===== src/rtl/altsyncram_pkg.sv =====
//------------------------------------------------------------------------------
// Module : altsyncram_pkg
// Brief  : Legal parameter values and a parameter-legality check shared by the
//          altsyncram storage primitives.
// Rev    : 1.0 - initial release
//------------------------------------------------------------------------------
`default_nettype none

package altsyncram_pkg;

  // Legal string values for the mode parameters
  localparam string C_MODE_DUAL_PORT   = "DUAL_PORT";
  localparam string C_REG_CLOCK0       = "CLOCK0";
  localparam string C_REG_UNREGISTERED = "UNREGISTERED";
  localparam string C_RDW_OLD_DATA     = "OLD_DATA";

  // The string parameters are compared by the caller and folded into
  // strings_ok. The geometry must be identical on both ports and the word
  // count must fit the address width.
  function automatic bit altsyncram_params_ok(
    input bit strings_ok,
    input int width_a,
    input int width_b,
    input int widthad_a,
    input int widthad_b,
    input int numwords_a,
    input int numwords_b
  );
    return strings_ok &&
           (width_a > 0) && (width_a == width_b) &&
           (widthad_a > 0) && (widthad_a == widthad_b) &&
           (numwords_a > 0) && (numwords_a == numwords_b) &&
           (numwords_a <= (1 << widthad_a));
  endfunction

endpackage

`default_nettype wire


===== src/rtl/altsyncram_sdp.sv =====
//------------------------------------------------------------------------------
// Module : altsyncram_sdp
// Brief  : Simple dual-port synchronous RAM, write port A, read port B, one
//          clock. Registered read address, optional output register, mixed-port
//          read-during-write returns the old contents.
// Rev    : 1.0 - initial release
//------------------------------------------------------------------------------
`default_nettype none

module altsyncram_sdp
  import altsyncram_pkg::*;
#(
  parameter string operation_mode                     = "DUAL_PORT",
  parameter int    width_a                            = 64,
  parameter int    widthad_a                          = 5,
  parameter int    numwords_a                         = 32,
  parameter int    width_b                            = 64,
  parameter int    widthad_b                          = 5,
  parameter int    numwords_b                         = 32,
  parameter string rdcontrol_reg_b                    = "CLOCK0",
  parameter string address_reg_b                      = "CLOCK0",
  parameter string outdata_reg_b                      = "UNREGISTERED",
  parameter string read_during_write_mode_mixed_ports = "OLD_DATA"
) (
  input  logic                 clock0,
  input  logic                 reset_n,
  input  logic                 wren_a,
  input  logic [widthad_a-1:0] address_a,
  input  logic [width_a-1:0]   data_a,
  input  logic                 rden_b,
  input  logic [widthad_b-1:0] address_b,
  output logic [width_b-1:0]   q_b
);

  localparam bit c_out_reg = (outdata_reg_b == C_REG_CLOCK0);

  localparam bit c_strings_ok =
    (operation_mode == C_MODE_DUAL_PORT) &&
    (rdcontrol_reg_b == C_REG_CLOCK0) &&
    (address_reg_b == C_REG_CLOCK0) &&
    ((outdata_reg_b == C_REG_UNREGISTERED) || c_out_reg) &&
    (read_during_write_mode_mixed_ports == C_RDW_OLD_DATA);

  generate
    if (!altsyncram_params_ok(c_strings_ok, width_a, width_b, widthad_a,
                              widthad_b, numwords_a, numwords_b)) begin : g_param_check
      $error("altsyncram_sdp: illegal parameter combination");
    end
  endgenerate

  logic [width_a-1:0] r_mem [numwords_a];
  logic [width_a-1:0] r_rdata;

  // Write port: commits regardless of reset so wrappers can preload while in
  // reset; addresses past the last word are dropped.
  always_ff @(posedge clock0) begin
    if (wren_a && (int'(address_a) < numwords_a)) begin
      r_mem[address_a] <= data_a;
    end
  end

  // Read port: the address is captured and the array read on the same edge,
  // so a same-edge write to that word is not yet visible (old data). With
  // rden_b low the captured word is held.
  always_ff @(posedge clock0) begin
    if (!reset_n) begin
      r_rdata <= '0;
    end else if (rden_b) begin
      r_rdata <= (int'(address_b) < numwords_b) ? r_mem[address_b] : '0;
    end
  end

  generate
    if (c_out_reg) begin : g_out_reg
      logic [width_b-1:0] r_q;

      // Output stage loads every cycle, independent of rden_b
      always_ff @(posedge clock0) begin
        if (!reset_n) begin
          r_q <= '0;
        end else begin
          r_q <= r_rdata;
        end
      end

      assign q_b = r_q;
    end else begin : g_out_unreg
      assign q_b = r_rdata;
    end
  endgenerate

endmodule

`default_nettype wire


===== config.mk =====
export PLATFORM = sky130hd
export DESIGN_NAME = altsyncram_sdp
export DESIGN_NICKNAME = d
export VERILOG_FILES = /design/src/rtl/altsyncram_pkg.sv /design/src/rtl/altsyncram_sdp.sv
export SDC_FILE = /design/constraint.sdc
export NUM_CORES = 2
export LEC_CHECK = 0
export BUFFER_PORTS_ARGS = -buffer_cell sky130_fd_sc_hd__buf_4
export CAP_MARGIN = 25
export CORE_ASPECT_RATIO = 1.4
export CORE_MARGIN = 3
export CORE_UTILIZATION = 42
export DETAILED_ROUTE_END_ITERATION = 8
export SETUP_SLACK_MARGIN = 0.5
export SLEW_MARGIN = 15
export SYNTH_ARGS = -nofsm -noshare
export SYNTH_HDL_FRONTEND = slang
export SYNTH_SLANG_ARGS = --single-unit
export TNS_END_PERCENT = 5

===== constraint.sdc =====
create_clock -name clock0 -period 5.14 [get_ports clock0]
set_input_delay 0.771 -clock clock0 [delete_from_list [all_inputs] [get_ports clock0]]
set_output_delay 0.771 -clock clock0 [all_outputs]
set_load 0.02 [all_outputs]

==> results.py <==
metrics = {
    "synthesis": {
        "synth-compound-area-share_pct": 3.57,
        "synth-seq-cells": 2112,
        "syn_nets": 3977,
        "synth_xor_area_share_pct": 0,
        "synth_warnings": 0,
        "async_reset_ff_share_pct": 0,
        "yosys-top-cells-area": "edfxtp_1 (76%), mux4_2 (9.6%), mux2i_1 (4.6%)",
        "ys_seq_area_share_pct": 77.3,
        "avgSynthCellArea_sq_um": 20.8,
        "yosys.area.top_type": "edfxtp_1",
        "synth_top_family_by_area": "multiplexers",
        "synth_top_area_share_pct": 75.7,
        "synth-edff-count": 2048,
        "synth.distinct_cells": 36,
        "dominantRegCellSynth": "edfxtp_1",
        "syn_area_sq_mm": 0.0813,
        "synthCells": 3899,
        "synth.area.mux_share_pct": 15.5,
        "synthAdderAreaFrac_pct": 0,
        "yosys.area_share.simple_pct": 1.94,
    },
    "critical_path": {
        "slowest_stage": "nor2_4",
        "critical_path_buf_inv_count": 2,
        "path_common_cell": "buf_4",
        "critPathRequiredTime_ns": 5.62,
        "end_kind": "register",
        "worstPathCellList": "buf_4 > nand3b_1 > nor2_4 > buf_4",
        "r2r_start": "r_mem[11][13]$_DFFE_PP_",
        "path_delay_family": "simple AND/OR/NAND/NOR gates",
        "crit_arrival_ns": 3.14,
        "r2r-end": "q_b[13]$_SDFFE_PN0P_",
        "path_max_fanout": 15,
        "crit_type": "in -> reg",
        "crit_path_start_kind": "primary input",
        "reg2reg_setup_slack_ns": 3.38,
        "critPathMaxStageDelay_ns": 1.08,
        "r2r_cells": 4,
    },
    "timing": {
        "finalSetupViolations": 0,
        "skew_ns": 0.0336,
        "slew_headroom_pct": 23.9,
        "fin_crit_sh_pct": 51.9,
        "hold_viol_final": 0,
        "rsz0062_at_grt": "no",
        "setup_tns_ns": 0,
        "fin_crit_ns": 2.67,
        "finalWorstSetupSlack_ns": 2.47,
        "slew_violations": 0,
        "tightest_slew_ns": 1.14,
        "fmax_mhz": 375,
    },
    "min_path": {
        "hold_path_class": "in -> reg",
        "hold_path.startpoint": "data_a[26]",
        "min_path_cells": 1,
        "hold_path_end": "r_mem[13][26]$_DFFE_PP_",
    },
    "detailed_routing": {
        "vias": 39900,
        "postRouteAntennaNets": 0,
        "initialDrtViolationCount": 4005,
        "wire_per_inst_um": 30.1,
        "drc": 0,
        "routed_wl_mm": 204,
        "first_pass_iters": 5,
        "vias_per_cell": 5.88,
    },
    "clock_network": {
        "clkTransAtPathRegs_ns": 0.06,
        "cts_max_level": 4,
        "ctsHoldBuffers": 0,
        "cts_sinks": 2112,
        "cts_tree": "yes",
        "cts.path.max_buffers": 3,
        "root_buffer": "clkbuf_16",
        "cts_resized": 0,
        "worstSkewPairLatency_ns": 0.82,
        "post-cts-setup-buffers": 0,
        "cts_made_buffers": 190,
    },
    "pwr": {
        "ir_worst_vdd_v": 0.000353,
        "p_per_area_mw_per_mm2": 382,
        "leakage_nw": 29.4,
    },
    "place": {
        "dpl_worst_slack_ns": 1.63,
        "dp_hpwl_mm": 107,
        "port_buffers": 141,
        "globalplace.congestion": 0.740,
    },
    "grt": {
        "first_global_vias": 41300,
        "antenna_found_initial": 12,
        "track_usage_pct": 20.5,
        "grt_pass1_wl_mm": 293,
        "grt_max_degree": 90,
        "grt-ovfl-total": 0,
    },
    "layout": {
        "syn2layout_area_growth_pct": 13.2,
        "layout.nets": 4203,
        "drive_gt1_share_pct": 23.1,
    },
    "floorplan": {
        "pin_count": 142,
        "die-area_sq_mm": 0.199,
        "coreArea_sq_mm": 0.192,
        "die-width_um": 378,
        "num_rows": 190,
        "die_h_um": 526,
        "initial_core_util_pct": 42.4,
    },
    "job": {
        "drv_cap": 0,
    },
    "outcome": {
        "status": "complete, no violations",
    },
}
## sequential cells by signal, indices dropped and copies added (netlist names)
register	cells
r_mem	2048
q_b	64
## through the flow
| step | std cells | hold WS [ns] | area (sq um) | util [%] | power [mW] |
|---|---|---|---|---|---|
| 2_1_floorplan | 3899 | 0.528 | 81300 | - | 20.7 |
| 3_3_place_gp | 6429 | 0.508 | 85900 | 44.8 | 21.5 |
| 3_5_place_dp | 6429 | 0.499 | 85900 | 44.8 | 21.5 |
| 4_1_cts | 6777 | 0.283 | 92000 | 47.9 | 35.4 |
| 5_1_grt | 6780 | 0.326 | 92000 | 47.9 | 36.2 |
| 6_report | 6781 | 0.349 | 92000 | 47.9 | 35.1 |
## worst register-to-register path: stages (launching register included)
cell and delay (ns):
edfxtp_1 0.36, mux4_2 0.48, mux2_2 0.27, a21oi_1 0.36, o22ai_1 0.14
## cells in the mapped netlist, types with 33 or more instances
library cell / number
o21ai_0: 96
o221ai_1: 48
mux4_2: 348
nor2_1: 103
nor2b_1: 123
clkbuf_1: 95
nor3_1: 33
buf_6: 43
dfxtp_1: 64
edfxtp_1: 2048
o22ai_1: 162
mux2_2: 63
a211oi_1: 36
buf_2: 45
a21oi_1: 64
mux2i_1: 375
## layout by cell type (no fill, tap or decap), drive strengths merged, types with 6 or more instances in the layout
| cell | n |
|---|---|
| a211oi | 36 |
| a21oi | 64 |
| buf | 271 |
| bufinv | 14 |
| clkbuf | 264 |
| clkinv | 64 |
| dfxtp | 64 |
| edfxtp | 2048 |
| mux2 | 63 |
| mux2i | 375 |
| mux4 | 359 |
| nand2 | 7 |
| nand3b | 6 |
| nor2 | 103 |
| nor2b | 123 |
| nor3 | 33 |
| o21ai | 96 |
| o221ai | 48 |
| o22ai | 162 |
| o31ai | 14 |
| o32ai | 21 |
| or3 | 15 |
## report_power, final
group | switching, mW | total, mW | internal (mW)
Clock | 6.17 | 14.0 | 7.84
Sequential | 0.108 | 19.2 | 19.1
Combinational | 1.17 | 1.88 | 0.719
Total | 7.45 | 35.1 | 27.7
## area by class of cell
type | instances | area, sq um
antenna | 4 | 10.0
multi-input combinational | 1550 | 17300
clock inverter | 84 | 861
fill | 15500 | 99900
timing repair buffer | 271 | 2610
sequential | 2112 | 62800
tap | 2496 | 3120
clock buffer | 264 | 5250
## cell families (layout without fill, tap and decap cells)
family,after synthesis,in the layout
AO/OA/AOI/OAI,453,453
flip-flops,2112,2112
buffers and inverters,237,619
multiplexers,797,797
AND/OR/NAND/NOR,300,300
other,0,4
## per-layer routing
layer / track usage [%] / wire (um) / vias up
li1: - / - / 16700
met1: 28.1 / 84200 / 21500
met2: 33.1 / 100000 / 1405
met3: 4.29 / 15000 / 304
met4: 6.19 / 4940 / 10
met5: 0 / 61 / -
## worst max path at each step
stage,from,slack (ns),end,depth (start not counted)
final,address_a[1],2.47,r_mem[5][15]$_DFFE_PP_,4
after global routing,address_a[1],2.43,r_mem[5][15]$_DFFE_PP_,4
after CTS,address_a[1],2.51,r_mem[5][15]$_DFFE_PP_,4
after detailed placement,address_a[1],1.63,r_mem[5][15]$_DFFE_PP_,4
after global placement,address_a[1],1.67,r_mem[5][15]$_DFFE_PP_,4
after floorplan,address_a[1],0.55,r_mem[12][0]$_DFFE_PP_,3
Power figures use the tool's default switching activity.
